`config.mk`:
```
export PLATFORM = sky130hd
export DESIGN_NAME = store_queue_flat
export DESIGN_NICKNAME = d
export VERILOG_FILES = /design/src/rtl/lc3b_types.sv /design/src/rtl/store_queue_if.sv /design/src/rtl/sq_mem_ctrl.sv /design/src/rtl/store_queue.sv /design/src/flat_wrapper.sv
export SDC_FILE = /design/constraint.sdc
export NUM_CORES = 1
export LEC_CHECK = 0
export CAP_MARGIN = 20
export CORE_MARGIN = 10
export CORE_UTILIZATION = 40
export DETAILED_ROUTE_END_ITERATION = 10
export GPL_TIMING_DRIVEN = 1
export HOLD_SLACK_MARGIN = 0.15
export SLEW_MARGIN = 20
export SYNTH_ARGS = -nofsm -noshare
export SYNTH_HDL_FRONTEND = slang
export SYNTH_SLANG_ARGS = --single-unit
```
`constraint.sdc`:
```
create_clock -name clk -period 7.2 [get_ports clk]
set_input_delay 0.72 -clock clk [delete_from_list [all_inputs] [get_ports clk]]
set_output_delay 0.72 -clock clk [all_outputs]
set_load 0.01 [all_outputs]
```
`src/rtl/lc3b_types.sv`:
```
// ============================================================================
// Module      : lc3b_types
// Description : Shared store-queue types, entry layout and depth constant.
// Revision    : 1.0 - initial release
// ============================================================================
`default_nettype none

package lc3b_types;

    localparam int SQ_DEPTH = 8;

    typedef logic [3:0] lc3b_sq_id;
    typedef logic [1:0] lc3b_mem_wmask;

    typedef enum logic [1:0] {
        sq_str = 2'd0,
        sq_stb = 2'd1,
        sq_sti = 2'd2
    } lc3b_lsq_op;

    typedef struct packed {
        logic        valid;
        lc3b_lsq_op  op;
        logic [3:0]  rob_id;
        logic        addr_ready;
        logic [15:0] address;
        logic        val_ready;
        logic [15:0] value;
        logic [3:0]  val_rob_id;
    } lc3b_sq_entry;

    // Slot index of a queue id; the top bit is the wrap marker.
    function automatic logic [2:0] sq_index(lc3b_sq_id id);
        return id[2:0];
    endfunction

endpackage

`default_nettype wire

```
`src/rtl/store_queue_if.sv`:
```
// ============================================================================
// Module      : store_queue_if
// Description : Dispatch/AGU/CDB/commit/memory signal bundle of the store queue.
// Revision    : 1.0 - initial release
// ============================================================================
`default_nettype none

interface store_queue_if;
    import lc3b_types::*;

    logic          alloc_valid;
    lc3b_lsq_op    alloc_op;
    logic [3:0]    alloc_rob_id;
    logic          alloc_val_ready;
    logic [15:0]   alloc_value;
    logic [3:0]    alloc_val_rob_id;
    logic          alloc_ready;
    lc3b_sq_id     alloc_sq_id;
    logic          agu_valid;
    lc3b_sq_id     agu_sq_id;
    logic [15:0]   agu_address;
    logic          cdb_ready;
    logic [3:0]    cdb_dest;
    logic [15:0]   cdb_value;
    logic          commit_valid;
    logic [3:0]    commit_rob_id;
    logic          flush;
    logic          mem_req;
    logic [15:0]   mem_addr;
    logic [15:0]   mem_wdata;
    lc3b_mem_wmask mem_wmask;
    logic          mem_resp;
    logic          full;
    logic          empty;

    modport master (
        output alloc_valid, alloc_op, alloc_rob_id, alloc_val_ready, alloc_value,
               alloc_val_rob_id, agu_valid, agu_sq_id, agu_address, cdb_ready,
               cdb_dest, cdb_value, commit_valid, commit_rob_id, flush, mem_resp,
        input  alloc_ready, alloc_sq_id, mem_req, mem_addr, mem_wdata, mem_wmask,
               full, empty
    );

    modport slave (
        input  alloc_valid, alloc_op, alloc_rob_id, alloc_val_ready, alloc_value,
               alloc_val_rob_id, agu_valid, agu_sq_id, agu_address, cdb_ready,
               cdb_dest, cdb_value, commit_valid, commit_rob_id, flush, mem_resp,
        output alloc_ready, alloc_sq_id, mem_req, mem_addr, mem_wdata, mem_wmask,
               full, empty
    );

endinterface

`default_nettype wire

```
`src/rtl/sq_mem_ctrl.sv`:
```
// ============================================================================
// Module      : sq_mem_ctrl
// Description : Head-of-queue memory write FSM with byte-lane steering.
// Revision    : 1.0 - initial release
// ============================================================================
`default_nettype none

module sq_mem_ctrl
    import lc3b_types::*;
(
    input  logic          clk,
    input  logic          rst_n,
    input  lc3b_sq_entry  head_entry,
    input  logic          head_committed,
    input  logic          mem_resp,
    output logic          mem_req,
    output logic [15:0]   mem_addr,
    output logic [15:0]   mem_wdata,
    output lc3b_mem_wmask mem_wmask,
    output logic          retire
);

    localparam logic [0:0] IDLE  = 1'b0;
    localparam logic [0:0] WRITE = 1'b1;

    logic [0:0]    state;
    logic          start;
    logic [15:0]   steer_data;
    lc3b_mem_wmask steer_mask;

    assign start = (state == IDLE) && head_entry.valid && head_committed &&
                   head_entry.addr_ready && head_entry.val_ready;

    // Indirect stores arrive with their final address, so they write like sq_str.
    always_comb begin
        steer_data = head_entry.value;
        steer_mask = 2'b11;
        if (head_entry.op == sq_stb) begin
            steer_data = {head_entry.value[7:0], head_entry.value[7:0]};
            steer_mask = head_entry.address[0] ? 2'b10 : 2'b01;
        end
    end

    // Request fields are latched so later AGU/CDB traffic cannot disturb them.
    always_ff @(posedge clk or negedge rst_n) begin
        if (!rst_n) begin
            state     <= IDLE;
            mem_addr  <= '0;
            mem_wdata <= '0;
            mem_wmask <= '0;
        end else begin
            case (state)
                IDLE: begin
                    if (start) begin
                        state     <= WRITE;
                        mem_addr  <= head_entry.address;
                        mem_wdata <= steer_data;
                        mem_wmask <= steer_mask;
                    end
                end
                WRITE: begin
                    if (mem_resp) begin
                        state <= IDLE;
                    end
                end
                default: state <= IDLE;
            endcase
        end
    end

    assign mem_req = (state == WRITE);
    assign retire  = (state == WRITE) && mem_resp;

endmodule

`default_nettype wire

```
`src/rtl/store_queue.sv`:
```
// ============================================================================
// Module      : store_queue
// Description : 8-entry circular store queue with AGU/CDB snooping and commit.
// Revision    : 1.0 - initial release
// ============================================================================
`default_nettype none

module store_queue
    import lc3b_types::*;
(
    input  logic         clk,
    input  logic         rst_n,
    store_queue_if.slave sq
);

    lc3b_sq_entry        entries [SQ_DEPTH];
    logic [SQ_DEPTH-1:0] committed;
    logic [SQ_DEPTH-1:0] wrap_bits;
    lc3b_sq_id           head;
    lc3b_sq_id           tail;
    logic [SQ_DEPTH-1:0] agu_hit;
    logic [SQ_DEPTH-1:0] cdb_hit;
    logic                full;
    logic                alloc_ready;
    logic                retire;
    logic                alloc_fire;
    logic                alloc_cdb_hit;
    logic                commit_hit;
    logic [2:0]          commit_idx;
    logic [3:0]          commit_cnt;
    lc3b_sq_entry        new_entry;
    lc3b_sq_entry        head_entry;

    assign full        = (sq_index(head) == sq_index(tail)) && (head[3] != tail[3]);
    // A retiring head frees a slot in the same cycle, so a full queue still accepts.
    assign alloc_ready = !full || retire;
    assign alloc_fire  = sq.alloc_valid && alloc_ready && !sq.flush;

    assign sq.full        = full;
    assign sq.empty       = (head == tail);
    assign sq.alloc_ready = alloc_ready;
    assign sq.alloc_sq_id = tail;

    generate
        for (genvar i = 0; i < SQ_DEPTH; i++) begin : g_snoop
            assign agu_hit[i] = sq.agu_valid && entries[i].valid &&
                                (sq.agu_sq_id == {wrap_bits[i], 3'(i)});
            assign cdb_hit[i] = sq.cdb_ready && entries[i].valid && !entries[i].val_ready &&
                                (sq.cdb_dest == entries[i].val_rob_id);
        end
    endgenerate

    assign alloc_cdb_hit = sq.cdb_ready && (sq.cdb_dest == sq.alloc_val_rob_id);

    always_comb begin
        new_entry            = '0;
        new_entry.valid      = 1'b1;
        new_entry.op         = sq.alloc_op;
        new_entry.rob_id     = sq.alloc_rob_id;
        new_entry.val_rob_id = sq.alloc_val_rob_id;
        new_entry.val_ready  = sq.alloc_val_ready || alloc_cdb_hit;
        new_entry.value      = (!sq.alloc_val_ready && alloc_cdb_hit) ? sq.cdb_value
                                                                      : sq.alloc_value;
    end

    // Age-ordered scan from head picks the oldest matching uncommitted store.
    always_comb begin
        commit_hit = 1'b0;
        commit_idx = '0;
        commit_cnt = '0;
        for (int k = 0; k < SQ_DEPTH; k++) begin
            if (!commit_hit && sq.commit_valid &&
                entries[sq_index(head) + 3'(k)].valid &&
                !committed[sq_index(head) + 3'(k)] &&
                (entries[sq_index(head) + 3'(k)].rob_id == sq.commit_rob_id)) begin
                commit_hit = 1'b1;
                commit_idx = sq_index(head) + 3'(k);
            end
            commit_cnt = commit_cnt + 4'(entries[k].valid && committed[k]);
        end
    end

    always_ff @(posedge clk or negedge rst_n) begin
        if (!rst_n) begin
            for (int i = 0; i < SQ_DEPTH; i++) begin
                entries[i] <= '0;
            end
            committed <= '0;
            wrap_bits <= '0;
            head      <= '0;
            tail      <= '0;
        end else begin
            for (int i = 0; i < SQ_DEPTH; i++) begin
                if (agu_hit[i]) begin
                    entries[i].address    <= sq.agu_address;
                    entries[i].addr_ready <= 1'b1;
                end
                if (cdb_hit[i]) begin
                    entries[i].value     <= sq.cdb_value;
                    entries[i].val_ready <= 1'b1;
                end
                if (sq.flush && !committed[i]) begin
                    entries[i].valid <= 1'b0;
                end
            end
            if (commit_hit && !sq.flush) begin
                committed[commit_idx] <= 1'b1;
            end
            if (retire) begin
                entries[sq_index(head)].valid <= 1'b0;
                committed[sq_index(head)]     <= 1'b0;
                head                          <= head + 4'd1;
            end
            // When full, tail and head share a slot; the new entry overrides the retire.
            if (alloc_fire) begin
                entries[sq_index(tail)]   <= new_entry;
                committed[sq_index(tail)] <= 1'b0;
                wrap_bits[sq_index(tail)] <= tail[3];
                tail                      <= tail + 4'd1;
            end
            if (sq.flush) begin
                tail <= head + commit_cnt;
            end
        end
    end

    assign head_entry = entries[sq_index(head)];

    sq_mem_ctrl u_mem_ctrl (
        .clk            (clk),
        .rst_n          (rst_n),
        .head_entry     (head_entry),
        .head_committed (committed[sq_index(head)]),
        .mem_resp       (sq.mem_resp),
        .mem_req        (sq.mem_req),
        .mem_addr       (sq.mem_addr),
        .mem_wdata      (sq.mem_wdata),
        .mem_wmask      (sq.mem_wmask),
        .retire         (retire)
    );

endmodule

`default_nettype wire
```
`src/flat_wrapper.sv`:
```
// flat-port wrapper written by rule: the top's interface ports become plain ports
module store_queue_flat import lc3b_types::*;
  (clk, rst_n, sq_alloc_valid, sq_alloc_op, sq_alloc_rob_id, sq_alloc_val_ready, sq_alloc_value, sq_alloc_val_rob_id, sq_agu_valid, sq_agu_sq_id, sq_agu_address, sq_cdb_ready, sq_cdb_dest, sq_cdb_value, sq_commit_valid, sq_commit_rob_id, sq_flush, sq_mem_resp, sq_alloc_ready, sq_alloc_sq_id, sq_mem_req, sq_mem_addr, sq_mem_wdata, sq_mem_wmask, sq_full, sq_empty);
  store_queue_if sq_i ();
  input  logic clk;
  input  logic rst_n;
  input wire logic [$bits(sq_i.alloc_valid)-1:0] sq_alloc_valid;
  input wire logic [$bits(sq_i.alloc_op)-1:0] sq_alloc_op;
  input wire logic [$bits(sq_i.alloc_rob_id)-1:0] sq_alloc_rob_id;
  input wire logic [$bits(sq_i.alloc_val_ready)-1:0] sq_alloc_val_ready;
  input wire logic [$bits(sq_i.alloc_value)-1:0] sq_alloc_value;
  input wire logic [$bits(sq_i.alloc_val_rob_id)-1:0] sq_alloc_val_rob_id;
  input wire logic [$bits(sq_i.agu_valid)-1:0] sq_agu_valid;
  input wire logic [$bits(sq_i.agu_sq_id)-1:0] sq_agu_sq_id;
  input wire logic [$bits(sq_i.agu_address)-1:0] sq_agu_address;
  input wire logic [$bits(sq_i.cdb_ready)-1:0] sq_cdb_ready;
  input wire logic [$bits(sq_i.cdb_dest)-1:0] sq_cdb_dest;
  input wire logic [$bits(sq_i.cdb_value)-1:0] sq_cdb_value;
  input wire logic [$bits(sq_i.commit_valid)-1:0] sq_commit_valid;
  input wire logic [$bits(sq_i.commit_rob_id)-1:0] sq_commit_rob_id;
  input wire logic [$bits(sq_i.flush)-1:0] sq_flush;
  input wire logic [$bits(sq_i.mem_resp)-1:0] sq_mem_resp;
  output wire logic [$bits(sq_i.alloc_ready)-1:0] sq_alloc_ready;
  output wire logic [$bits(sq_i.alloc_sq_id)-1:0] sq_alloc_sq_id;
  output wire logic [$bits(sq_i.mem_req)-1:0] sq_mem_req;
  output wire logic [$bits(sq_i.mem_addr)-1:0] sq_mem_addr;
  output wire logic [$bits(sq_i.mem_wdata)-1:0] sq_mem_wdata;
  output wire logic [$bits(sq_i.mem_wmask)-1:0] sq_mem_wmask;
  output wire logic [$bits(sq_i.full)-1:0] sq_full;
  output wire logic [$bits(sq_i.empty)-1:0] sq_empty;
  assign sq_i.alloc_valid = sq_alloc_valid;
  assign sq_i.alloc_op = sq_alloc_op;
  assign sq_i.alloc_rob_id = sq_alloc_rob_id;
  assign sq_i.alloc_val_ready = sq_alloc_val_ready;
  assign sq_i.alloc_value = sq_alloc_value;
  assign sq_i.alloc_val_rob_id = sq_alloc_val_rob_id;
  assign sq_i.agu_valid = sq_agu_valid;
  assign sq_i.agu_sq_id = sq_agu_sq_id;
  assign sq_i.agu_address = sq_agu_address;
  assign sq_i.cdb_ready = sq_cdb_ready;
  assign sq_i.cdb_dest = sq_cdb_dest;
  assign sq_i.cdb_value = sq_cdb_value;
  assign sq_i.commit_valid = sq_commit_valid;
  assign sq_i.commit_rob_id = sq_commit_rob_id;
  assign sq_i.flush = sq_flush;
  assign sq_i.mem_resp = sq_mem_resp;
  assign sq_alloc_ready = sq_i.alloc_ready;
  assign sq_alloc_sq_id = sq_i.alloc_sq_id;
  assign sq_mem_req = sq_i.mem_req;
  assign sq_mem_addr = sq_i.mem_addr;
  assign sq_mem_wdata = sq_i.mem_wdata;
  assign sq_mem_wmask = sq_i.mem_wmask;
  assign sq_full = sq_i.full;
  assign sq_empty = sq_i.empty;
  store_queue u_core (.clk(clk), .rst_n(rst_n), .sq(sq_i));
endmodule
```
* Word level (Yosys, flattened, before mapping)
Index checks and enable logic that the tools add are counted.
Word-level totals: register bits 419, input bits 79, word-level logic and storage cells 405
Operators by class: add/sub/neg operators 17, $lt $le $gt $ge 24, equal/unequal tests 29, multiplexer cells 107, bitwise logic cells 15, reductions and logical operators 141
Operators with widths (count):
- 45-bit binary-select mux with 3-bit select | 8
- 45-bit two-way mux | 18
- 360-bit bitwise mux | 2
- 360-bit two-way mux | 2
- 17-bit two-way mux | 16
- 45-bit demux with 3-bit select | 2
- 4-bit == test | 26
- 1-bit logical AND | 103
- 3-bit by 4-bit < comparator with 1-bit output, second input constant | 10
- 4-bit >= comparator, second input constant | 9
- 3-bit NOT with 4-bit output | 9
- 1-bit logical NOT | 34
- 16-bit two-way mux | 2
- 1-bit two-way mux | 29
- 4-bit by 1-bit adder with 4-bit output | 6
- 1-bit binary-select mux with 3-bit select | 8
- 3-bit two-way mux | 8
- 8-bit two-way mux | 3
- 8-bit bitwise AND | 2
- 8-bit NOT | 2
- 3-bit adder, second input constant | 4
- 1-bit demux with 3-bit select | 3
- 3-bit by 1-bit >= comparator with 1-bit output, second input constant | 3
- 4-bit by 1-bit adder with 4-bit output, second input constant | 2
- 17 further kinds | 22

* Depth between registers and ports, before layout
Gate-level depths: netlist of run 1.
word-level depth 60, mapped depth 21, gate-level depth less buffers 13

* Hierarchy
Synthesis of run 1 repeated with hierarchy kept, for this count alone.
Unflattened totals: cell total of the unflattened synthesis 2202, area total of the unflattened synthesis 23377.4 um2
Modules (own cells, without submodules):
- store_queue | instances 1, cells each 2114, area an instance 21765.9 um2, seq. area each 9609.2 um2
- sq_mem_ctrl | instances 1, cells each 88, area an instance 1611.5 um2, seq. area each 875.8 um2

* Worst setup path after synthesis of run 1
Ideal clock, no wire load.
kind reg-to-reg, start reg u_core.head[2], end reg u_core.committed[1], setup time 95 ps, arrival time 5072 ps, required time 7105 ps, path slack 2032 ps, cell stages (with the launch flop) 21, buffers on the path 8, path through dfrtp_1 buf_2 buf_2 inv_1 clkbuf_1 buf_1 clkbuf_1 ha_1 buf_2 buf_2 mux4_2 mux2i_1 xnor2_1 nor3_1 and3_1 clkbuf_1 nor2_1 o311a_1 o31ai_4 nand3_1 o31ai_1
On the way: cells in the longest elaborated chain, start to end 60
RTL lines:
- start: declaration | line store_queue.sv:19 | lc3b_sq_id head;
- start signal: assignment | line store_queue.sv:112 | head <= head + 4'd1;
- branches (longest 59 deep; another with 3-bit by 1-bit adder with 3-bit output)
- 8-bit two-way mux * | line store_queue.sv:115 | if (alloc_fire) begin
- end signal: indexed assignment | line store_queue.sv:107 | committed[commit_idx] <= 1'b1;
- end signal: indexed assignment | line store_queue.sv:111 | committed[sq_index(head)] <= 1'b0;
- end signal: indexed assignment | line store_queue.sv:117 | committed[sq_index(tail)] <= 1'b0;
- end: declaration | line store_queue.sv:17 | logic [SQ_DEPTH-1:0] committed;
Mark *: on every way between the ends. The select of a mux whose other input is x is not followed. A chain may end at the register's enable or synchronous reset.

* Worst setup path in the final report of run 1
start reg u_core.head[1], end reg u_core.committed[0]
The elaborated chain is that of the path after synthesis.

==> results.yml, run 1 <==
status:
  outcome: "completed"
floorplan:
  die_h_um: 260
  rows: 87
  initial_core_util: 0.406
  io_pins: 121
  dieArea_sq_um: 67600
  core_region_area_sq_um: 56700
  die_w_um: 260
detailed_routing:
  wire_per_inst_um: 24.0
  wirelength_mm: 71.7
  drc: 0
  first_iter_violations: 1629
  firstDrtPassIters: 5
  routed-via-count: 17600
  routed_via_density: 5.87
  final_antenna_net_count: 0
critical_path:
  max_stage_delay_ns: 0.66
  r2r_setup_slack_ns: 2.31
  crit_fanout: 32
  critPathKind: "flip-flop to flip-flop"
  worstSetupEndpointType: "flip-flop"
  critPathTopFamily: "simple AND/OR/NAND/NOR gates"
  start_kind: "flip-flop"
  required_ns: 7.69
  crit_buf_inv: 2
  slowest_stage: "dfrtp_4"
  crit_chain: "inv_2 > ha_1 > buf_4 > mux4_2 > xnor2_1 > nor3b_1 > o21ai_1 > nor4_4 > nor4_2 > a41oi_1 > o211a_1 > nand2_1 > o31ai_1"
  arrival_ns: 5.38
layout:
  fill_cells: 5152
  layout_common_cells: "dfrtp_1, nor2_1, mux2i_1"
  multiInputGateArea_sq_um: 11600
  utilization: 0.465
  fin_nets: 2294
  syn_to_final_growth_pct: 14.5
  regArea_sq_um: 10500
  drive_gt1_frac: 0.155
  final_common_cell: "dfrtp_1"
sta:
  slew_violations: 0
  finClkSkew_ns: 0.0201
  setup_viol: 0
  worst_pin_slew_ns: 1.02
  period_share: 0.680
  setup_ws_ns: 2.31
  hold_viol: 0
  fin_setup_tns_ns: 0
  rsz0062_at_grt: "no"
  clock.fmax_mhz: 204
  post-route-min-period_ns: 4.89
  relSlewSlack: 0.317
clock_network:
  cts_buffers: 47
  tritoncts: "built"
  clk_path_buf_depth: 3
  clk_latency_ns: 0.59
  cts_resized: 0
  clk_pin_slew_ns: 0.06
  hold_buffers: 0
  htree_levels: 2
  post_cts_buffers: 0
  cts-root-buf: "clkbuf_16"
  cts_sinks: 419
placed_design:
  pre_cts_slack_ns: 2.35
  gp_congestion: 0.913
  hpwl_mm: 44.2
  port_buffers: 120
logic_synthesis:
  ys_types: 74
  synth-edff-count: 0
  syn-instance-count: 2191
  synth_seq_cells: 419
  seq_area_frac_synth: 0.455
  synth.avg_cell_area_sq_um: 10.5
  yosys_warnings: 0
  synthFlopType: "dfrtp_1"
  mappedNetlistNets: 2290
  netlist_area_sq_um: 23000
  synthArstFlopShare: 1.00
grt:
  grt_start_max_net_pins: 168
  antenna_found_initial: 4
  globalRouteTotalUtil: 0.210
  grt_pass1_wl_mm: 111
  grt_pass1_vias: 18000
  grt_overflow: 0
pwr:
  p_int_uw: 6500
  p_total_uw: 10100
  p_sw_frac: 0.357
  power_leakage_uw: 0.0125
  combPwrFrac: 0.381
  peakVddDrop_uv: 369
  power_switching_uw: 3600
  p_seq_frac: 0.365
  power.density_nw_per_um2: 383
  power_frac_clock: 0.254
min_path:
  hp-class: "input port to async pin"
run:
  maxCapViolCount: 0
[state kept, by name, summed over array words and instances, names as in the netlist]
name / count
u_core.entries: 360
u_core.u_mem_ctrl.mem_addr: 16
u_core.u_mem_ctrl.mem_req: 1
u_core.wrap_bits: 8
u_core.u_mem_ctrl.mem_wmask: 2
u_core.head: 4
u_core.sq.alloc_sq_id: 4
u_core.u_mem_ctrl.mem_wdata: 16
u_core.committed: 8
[final timing paths]
check                                         startpoint                       endpoint  depth (start not counted)
max                                       u_core.head[1]            u_core.committed[0]                         13
min                                                rst_n             u_core.entries[56]                          1
max reg2reg                               u_core.head[1]            u_core.committed[0]                         13
min reg2reg                u_core.u_mem_ctrl.mem_addr[8]  u_core.u_mem_ctrl.mem_addr[8]                          2
max in group asynchronous                          rst_n            u_core.entries[309]                          2
min in group clk           u_core.u_mem_ctrl.mem_addr[8]  u_core.u_mem_ctrl.mem_addr[8]                          2
[layout make-up]
class | count | area share
Clock inverter | 15 | 0.00935
Inverter | 42 | 0.00598
Timing Repair Buffer | 154 | 0.0568
Clock buffer | 72 | 0.0531
Antenna cell | 1 | 0.0000949
Sequential cell | 419 | 0.398
Tap cell | 756 | 0.0359
Multi-Input combinational cell | 1531 | 0.441
[synth_stat cells, drive strengths merged (22+ instances only)]
cell    number  area (sq um)
xnor2       53           483
nor3        22           110
clkbuf     123           464
mux2i      217          2170
nand3       24           120
inv         42           158
a21oi       34           170
xor2        31           290
mux2        86           968
nand2b      28           175
dfrtp      419         10500
mux4       105          2370
nor2       386          1450
o22ai      143           895
buf         76           364
o21ai       64           320
nand2      186           698
[layer usage]
| layer | part of all wire | track usage |
|---|---|---|
| met5 | 0.00073 | 0 |
| met4 | 0.021 | 0.0588 |
| met3 | 0.079 | 0.0467 |
| met2 | 0.46 | 0.328 |
| met1 | 0.44 | 0.289 |
[per-stage QoR]
step	instances	hold slack [ns]	instance area, sq um
after floorplan	2191	0.424	23000
after global placement	2902	0.460	24700
after detailed placement	2902	0.467	24700
after CTS	2989	0.207	26400
after global routing	2989	0.220	26400
final	2990	0.175	26400
[cells by family (layout without fill, tap and decap cells)]
family | Yosys count | in the layout | share of synthesized area
AO/OA/AOI/OAI | 303 | 303 | 0.0845
XOR/XNOR | 84 | 84 | 0.0336
adder cells (fa/ha/maj) | 20 | 20 | 0.0122
buffers and inverters | 241 | 283 | 0.0428
flip-flops | 419 | 419 | 0.455
multiplexers | 408 | 408 | 0.239
other | 0 | 1 | 0
AND/OR/NAND/NOR | 716 | 716 | 0.132
[power by group through the flow]
stage | sequential (uW) | combinational, uW | clock [uW]
finish | 3690 | 3850 | 2560
detailed placement | 3710 | 3830 | 0
global route | 3770 | 4180 | 2710
floorplan | 3470 | 2970 | 0
global placement | 3670 | 3750 | 0
CTS | 3670 | 3850 | 2610
Note: power is estimated with default switching activity, not from simulation.
==> run 2: changes to the inputs <==
==> constraint.sdc (replaced) <==
create_clock -name clk -period 4.3 [get_ports clk]
set_input_delay 0.43 -clock clk [delete_from_list [all_inputs] [get_ports clk]]
set_output_delay 0.43 -clock clk [all_outputs]
set_load 0.01 [all_outputs]
==> run 2 against run 1 <==
  * Power increased by 66%
  * Via count up 1.6%
  * Maximum frequency is 20% higher
  * Clock skew is 0.0070 ns lower
==> results.yml, run 2 (synthesis gave the netlist of run 1 again) <==
pwr:
  power.density_nw_per_um2: 632
  p_total_uw: 16800
  combPwrFrac: 0.393
  power_switching_uw: 6100
  power_frac_clock: 0.238
  p_sw_frac: 0.363
  power_leakage_uw: 0.0126
  p_int_uw: 10700
  p_seq_frac: 0.369
  peakVddDrop_uv: 456
grt:
  grt_pass1_wl_mm: 113
  globalRouteTotalUtil: 0.215
  grt_overflow: 0
  grt_start_max_net_pins: 102
  grt_pass1_vias: 18400
  antenna_found_initial: 3
placed_design:
  port_buffers: 120
  hpwl_mm: 46.3
  gp_congestion: 0.924
layout:
  fin_nets: 2331
  largestRegisters: "u_core.entries (360), u_core.u_mem_ctrl.mem_addr (16), u_core.u_mem_ctrl.mem_wdata (16)"
  drive_gt1_frac: 0.169
  syn_to_final_growth_pct: 15.4
  final_common_cell: "dfrtp_1"
  layout_common_cells: "dfrtp_1, nor2_1, mux2i_1"
  largest_reg_flops: 360
  top_register: "u_core.entries"
min_path:
  holdPathStages: 2
  hp-class: "flip-flop to flip-flop"
clock_network:
  htree_levels: 2
  clk_path_buf_depth: 3
  tritoncts: "built"
  clk_latency_ns: 0.58
  cts-root-buf: "clkbuf_16"
  cts_buffers: 47
  clk_pin_slew_ns: 0.06
  cts_sinks: 419
floorplan:
  initial_core_util: 0.406
  die_h_um: 260
  dieArea_sq_um: 67600
  rows: 87
  core_region_area_sq_um: 56700
  die_w_um: 260
  io_pins: 121
detailed_routing:
  drc: 0
  first_iter_violations: 1968
  wire_per_inst_um: 24.0
  firstDrtPassIters: 7
  routed-via-count: 17800
  final_antenna_net_count: 0
  wirelength_mm: 72.8
  routed_via_density: 5.89
status:
  outcome: "completed"
sta:
  whs_ns: 0.477
  rsz0062_at_grt: "no"
  slew_violations: 0
  setup_viol: 0
  relSlewSlack: 0.435
  hold_viol: 0
  period_share: 0.946
  post-route-min-period_ns: 4.07
  worst_pin_slew_ns: 0.840
  finClkSkew_ns: 0.0131
  clock.fmax_mhz: 246
  fin_setup_tns_ns: 0
critical_path:
  worstSetupEndpointType: "flip-flop"
  required_ns: 4.79
  reg2regPathDepth: 12
  arrival_ns: 4.56
  critPathKind: "flip-flop to flip-flop"
  r2r_setup_slack_ns: 0.23
  start_kind: "flip-flop"
  crit_fanout: 21
run:
  maxCapViolCount: 0
run 2: cell count changes in the layout (fill, tap and decap cells not counted), moves of 2 or more:
cell,before,now
buf_12,3,5
buf_4,31,64
bufinv_16,6,3
clkbuf_1,13,10
clkbuf_8,11,9
clkinv_2,5,10
diode_2,1,4
run 2: metrics by stage:
| step | worst slack, ns | util | area, sq um | instances |
|---|---|---|---|---|
| finish | 0.233 | 0.468 | 26600 | 3026 |
| global route | 0.0129 | 0.468 | 26600 | 3023 |
| global placement | 0.279 | 0.441 | 25000 | 2938 |
| detailed placement | 0.214 | 0.441 | 25000 | 2938 |
| CTS | 0.180 | 0.468 | 26500 | 3022 |
| floorplan | -0.0291 | - | 23100 | 2191 |
run 2: per-layer routing:
layer,vias to the layer above,GRT usage,part of all wire
met2,816,0.344,0.47
met1,9066,0.286,0.42
met3,147,0.0430,0.082
met5,-,0,0
met4,0,0.0715,0.027
li1,7796,-,-
run 2: worst max-delay path, cell delays in order, from the launching register on:
cell	delay [ns]
dfrtp_4	0.46
inv_2	0.08
ha_1	0.39
buf_6	0.28
mux4_2	0.57
mux2i_1	0.17
xnor2_1	0.13
nor4_4	0.64
o31ai_1	0.21
o21a_1	0.24
o31ai_4	0.34
nand3_1	0.20
o31ai_1	0.26
run 2: path summary, 6_finish.rpt:
path,to,startpoint
max in group asynchronous,u_core.entries[36],rst_n
min reg2reg,u_core.entries[42],u_core.entries[42]
max reg2reg,u_core.committed[1],u_core.head[1]
max,u_core.committed[1],u_core.head[1]
min,u_core.entries[42],u_core.entries[42]
min in group asynchronous,u_core.u_mem_ctrl.mem_wdata[7],rst_n
run 2: layout make-up:
cell class,count,area [sq um]
repair buffers,191,1810
fillers,5121,30100
clock inverters,17,173
diodes,4,10.0
inverters,42,158
well taps,756,946
clock buffers,66,1340
flip-flops and latches,419,10500
multi-input cells,1531,11600
run 2: repair_timing:
action / in CTS / in global routing
hold endpoints to repair: 95 / 0
buffers inserted: 0 / 0
gates resized for setup: 0 / 3
setup endpoints to repair: 0 / 6
hold buffers: 1 / 0
run 2: power groups by stage:
stage / logic [uW] / clock network, uW / registers (uW)
global route: 7200 / 4230 / 6320
floorplan: 4980 / 0 / 5810
global placement: 6390 / 0 / 6130
CTS: 6580 / 4090 / 6140
finish: 6600 / 4000 / 6190
detailed placement: 6550 / 0 / 6200
==> edit 1 (flow settings as in run 1) <==
Set the package constant `SQ_DEPTH` to 16 (it was 8).
--- a/src/rtl/lc3b_types.sv
+++ b/src/rtl/lc3b_types.sv
@@ -7,7 +7,7 @@
 
 package lc3b_types;
 
-    localparam int SQ_DEPTH = 8;
+    localparam int SQ_DEPTH = 16;
 
     typedef logic [3:0] lc3b_sq_id;
     typedef logic [1:0] lc3b_mem_wmask;
Function: not settled (the Yosys comparison gave no result); the edit may change what the design does.
==> edit 1 against run 1 <==
- wire length fell by 2.8%
- maximum frequency fell by 7.0%
- synthesized cell count fell by 5.0%
- worst setup slack got worse by 0.37 ns
- power rose by 0.84%
- sequential cell count did not move
- final area fell by 2.1%
- sequential power rose by 3%
- area after synthesis fell by 1.9%
==> edit 1: results (changes against run 1) <==
STATUS
------------------------------------------------------------------------------
Run status ...................................................... complete, no violations

PLACEMENT
------------------------------------------------------------------------------
Post-DP HPWL ....................................................      42.3 mm   -4.3%
Global placer's final weighted congestion .......................        0.840   -8.0%
DP Area .........................................................  24300 sq um   -1.6%
Placed Cells ....................................................         2805   -3.3%

GRT
------------------------------------------------------------------------------
Met3 routing resource usage after global routing ................        3.96%   -0.71 points
Pin count of the biggest net entering global routing ............          171   +1.8%
Vias in the first global route ..................................        17100   -5.0%

POWER AND IR DROP
------------------------------------------------------------------------------
Reported sequential group power .................................      3.80 mW   +3%
Leakage power of the design .....................................      12.1 nW   -3.3%
Net load switching power ........................................      3.69 mW   +2.5%
Part of the power in combinational logic ........................        39.5%   +1.4 points
IR drop worst, VDD ..............................................     0.228 mV   -38%

FINAL LAYOUT
------------------------------------------------------------------------------
Number of multi-input combinational cells .......................         1433   -6.4%
Share of the final layout cell area in multi-input gates ........        43.5%   -0.58 points
Clock buffer count in the final layout ..........................           69   -4.2%
Sequential fraction of total cell area ..........................        40.6%   +0.85 points
Layout clock area frac ..........................................        5.75%   -0.50 points
Proportion of layout cells with a drive suffix above 1 ..........        16.1%   +0.52 points
Fill cell instance count of the final layout ....................         5167   +0.29%

STA
------------------------------------------------------------------------------
Relative max-transition margin ..................................        26.2%   -5.5 points

ROUTE
------------------------------------------------------------------------------
DRT iter0 DRCs ..................................................         1717   +5.4%
Routed wire length on met3 ......................................      5.07 mm   -11%
Wire length the detailed router placed on met1 ..................      29.7 mm   -5.4%
Mean routed wirelength per cell ................................. 24.1 microns   +0.67%
Vias per cell ...................................................         5.83   -0.66%

SYNTH
------------------------------------------------------------------------------
Mux contribution to synthesized area ............................        25.4%   +1.5 points
Synthesized-area fraction occupied by ao, oa, aoi and oai cells .        7.57%   -0.88 points
XOR/XNOR Fraction of Synth Area .................................        3.57%   +0.21 points

SETUP PATH
------------------------------------------------------------------------------
Worst stage delay on the critical path ..........................      1.05 ns   +0.39 ns

edit 1: cell count changes after synthesis, sizes merged, moves of 5 or more:
cell,before,now
a21oi,34,39
clkbuf,123,109
o22ai,143,131
mux2,86,97
o31ai,7,1
xnor2,53,44
o2111ai,6,0
nor3,22,16
nand2,186,123
xor2,31,48
edit 1: worst reg2reg max path, stage by stage, from the launching register on:
cell	delay, ns
sky130_fd_sc_hd__dfrtp_4	0.88
sky130_fd_sc_hd__inv_2	0.48
sky130_fd_sc_hd__ha_1	1.05
sky130_fd_sc_hd__mux4_1	0.43
sky130_fd_sc_hd__mux2i_1	0.21
sky130_fd_sc_hd__xor2_1	0.18
sky130_fd_sc_hd__nand3_1	0.10
sky130_fd_sc_hd__or4_4	0.49
sky130_fd_sc_hd__nand2b_4	0.16
sky130_fd_sc_hd__o221a_1	0.25
sky130_fd_sc_hd__or3_4	0.40
sky130_fd_sc_hd__a2111oi_1	0.42
sky130_fd_sc_hd__o21a_1	0.16
edit 1: final timing paths:
kind	from	endpoint	slack, ns	depth (start not counted)
worst max-delay path	u_core.head[0]$_DFFE_PN0P_	u_core.committed[4]$_DFF_PN0_	1.94	12
worst min-delay path	rst_n	u_core.entries[639]$_DFF_PN0_	0.17	1
worst max register to register	u_core.head[0]$_DFFE_PN0P_	u_core.committed[4]$_DFF_PN0_	1.94	12
worst min register to register	u_core.u_mem_ctrl.mem_addr[1]$_DFFE_PN0P_	u_core.u_mem_ctrl.mem_addr[1]$_DFFE_PN0P_	0.48	2
max in group asynchronous	rst_n	u_core.head[1]$_DFFE_PN0P_	5.49	2
min in group clk	u_core.u_mem_ctrl.mem_addr[1]$_DFFE_PN0P_	u_core.u_mem_ctrl.mem_addr[1]$_DFFE_PN0P_	0.48	2
==> edit 2 (settings of run 1) <==
Made on the original files. Reset style: synchronous (`rst_n`), changed in 2 clocked blocks.
--- a/src/rtl/sq_mem_ctrl.sv
+++ b/src/rtl/sq_mem_ctrl.sv
@@ -42,7 +42,7 @@
     end
 
     // Request fields are latched so later AGU/CDB traffic cannot disturb them.
-    always_ff @(posedge clk or negedge rst_n) begin
+    always_ff @(posedge clk) begin
         if (!rst_n) begin
             state     <= IDLE;
             mem_addr  <= '0;
--- a/src/rtl/store_queue.sv
+++ b/src/rtl/store_queue.sv
@@ -80,7 +80,7 @@
         end
     end
 
-    always_ff @(posedge clk or negedge rst_n) begin
+    always_ff @(posedge clk) begin
         if (!rst_n) begin
             for (int i = 0; i < SQ_DEPTH; i++) begin
                 entries[i] <= '0;
Function: not settled (the Yosys comparison gave no result); the edit may change what the design does.
==> edit 2 against run 1 <==
- wire length fell by 3.1%
- sequential cell count grew 3
- core utilization is 0.13 points lower
- worst setup slack improved by 0.039 ns
- area after synthesis down 1.7%
- critical path type unchanged
- final area down 1.0%
- non-clock buffer count grew 8
- clock skew shrank 0.00069 ns
- worst hold slack gained 0.27 ns
Power is not compared: it rests on default switching activity, and its combinational part moved more than twofold at a synthesized area within 25%.
==> edit 2: results (changes against run 1) <==
STATUS
-----------------------------------------------------------------------------------------
Run status ................................................................. complete, no violations

SYNTH
-----------------------------------------------------------------------------------------
Synthesized area per cell ..................................................   11.9 sq um   +13%
Number of enable flip-flop cells after synthesis ...........................          216   +216
Most common flop cell mapped by yosys ...................................... sky130_fd_sc_hd__edfxtp_1
Most frequent cells after synthesis ........................................ 222 x sky130_fd_sc_hd__nor2_1, 219 x sky130_fd_sc_hd__mux2i_1, 216 x sky130_fd_sc_hd__edfxtp_1
Proportion of register bits with asynchronous set or reset after synthesis .           0%   -100 points
Mux contribution to synthesized area .......................................        22.6%   -1.3 points
Count of distinct cell types in the synthesized netlist ....................           82   +11%

GRT
-----------------------------------------------------------------------------------------
Pin count of the biggest net entering global routing .......................           55   -67%
Vias in the first global route .............................................        16300   -9.6%
First-pass GRT wire length .................................................       105 mm   -4.7%

FINAL LAYOUT
-----------------------------------------------------------------------------------------
Number of nets in the final layout .........................................         2046   -11%
Fill cell instance count of the final layout ...............................         5111   -0.80%
Final core utilization .....................................................        46.4%   -0.13 points

PLACEMENT
-----------------------------------------------------------------------------------------
Post-DP HPWL ...............................................................      44.0 mm   -0.58%
Global placer's final weighted congestion ..................................        0.886   -2.9%
DP Area ....................................................................  24300 sq um   -1.6%
Placed Cells ...............................................................         2651   -8.6%

SETUP PATH
-----------------------------------------------------------------------------------------
Crit path max fanout .......................................................           35   +9.4%
Worst r2r dst .............................................................. u_core.committed[4]$_SDFF_PN0_
Top cell family by delay on the critical path .............................. compound AO/OA/AOI/OAI gates
Slowest stage cell, crit path .............................................. sky130_fd_sc_hd__dfxtp_2
Worst flop-to-flop path startpoint ......................................... u_core.head[0]$_SDFFE_PN0P_
Worst stage delay on the critical path .....................................      0.79 ns   +0.13 ns
Worst EP arrival ...........................................................      5.37 ns   about the same

ROUTE
-----------------------------------------------------------------------------------------
Mean routed wirelength per cell ............................................ 25.3 microns   +5.5%
DRT iter0 DRCs .............................................................         1389   -15%
Routed wire length .........................................................      69.4 mm   -3.1%
1st-pass router iterations .................................................            6   +1

STA
-----------------------------------------------------------------------------------------
Worst-margin pin slew ......................................................      1.14 ns   +0.111 ns
Worst hold-check slack .....................................................     0.448 ns   +0.273 ns
Setup skew after layout ....................................................    0.0194 ns   -0.000687 ns

CLOCK TREE
-----------------------------------------------------------------------------------------
Total clock buffers created by CTS .........................................           49   +4.3%
Worst-skew pair later-pin latency ..........................................      0.61 ns   +0.02 ns

## edit 2: cell count changes after synthesis, sizes merged, moves of 17 or more
cell and change:
dfrtp -419, edfxtp +216, dfxtp +206, nor2 -163, o22ai -141, a22o +133
nand2 -120, and2 +78, mux2 -70, clkbuf -52, buf +30, o21ai -28
a21oi +17, mux4 +17
## edit 2: worst max path at each step
stage / startpoint / to / slack, ns / depth (start not counted)
2_1_floorplan: u_core.head[1]$_SDFFE_PN0P_ / u_core.committed[5]$_SDFF_PN0_ / 3.31 / 17
3_3_place_gp: rst_n / u_core.entries[1][17]$_DFFE_PP_ / 2.33 / 7
3_5_place_dp: rst_n / u_core.entries[1][17]$_DFFE_PP_ / 2.26 / 7
4_1_cts: u_core.head[0]$_SDFFE_PN0P_ / u_core.committed[5]$_SDFF_PN0_ / 2.35 / 13
5_1_grt: u_core.head[0]$_SDFFE_PN0P_ / u_core.committed[0]$_SDFF_PN0_ / 1.95 / 13
6_report: u_core.head[0]$_SDFFE_PN0P_ / u_core.committed[4]$_SDFF_PN0_ / 2.34 / 13
## edit 2: kinds of logic after synthesis
logic type | count (synthesis)
AO/OA/AOI/OAI | 291
XOR/XNOR | 99
adder cells (fa/ha/maj) | 20
buffers and inverters | 210
flip-flops | 422
multiplexers | 357
AND/OR/NAND/NOR | 512
## edit 2: layout make-up
cell class	count	share of cell area, %
multi-input cells	1279	42.7
flip-flops and latches	422	40.7
repair buffers	162	5.89
clock buffers	68	5.28
well taps	756	3.62
clock inverters	24	1.32
inverters	33	0.479
diodes	1	0.00959
## edit 2: layer usage
metal  wire [microns]  track usage (%)  share of wire, %
met5                0                0                 0
met1            30200             27.9                44
met4             1460             5.02               2.1
met2            32800             33.6                47
met3             4990             3.76               7.2
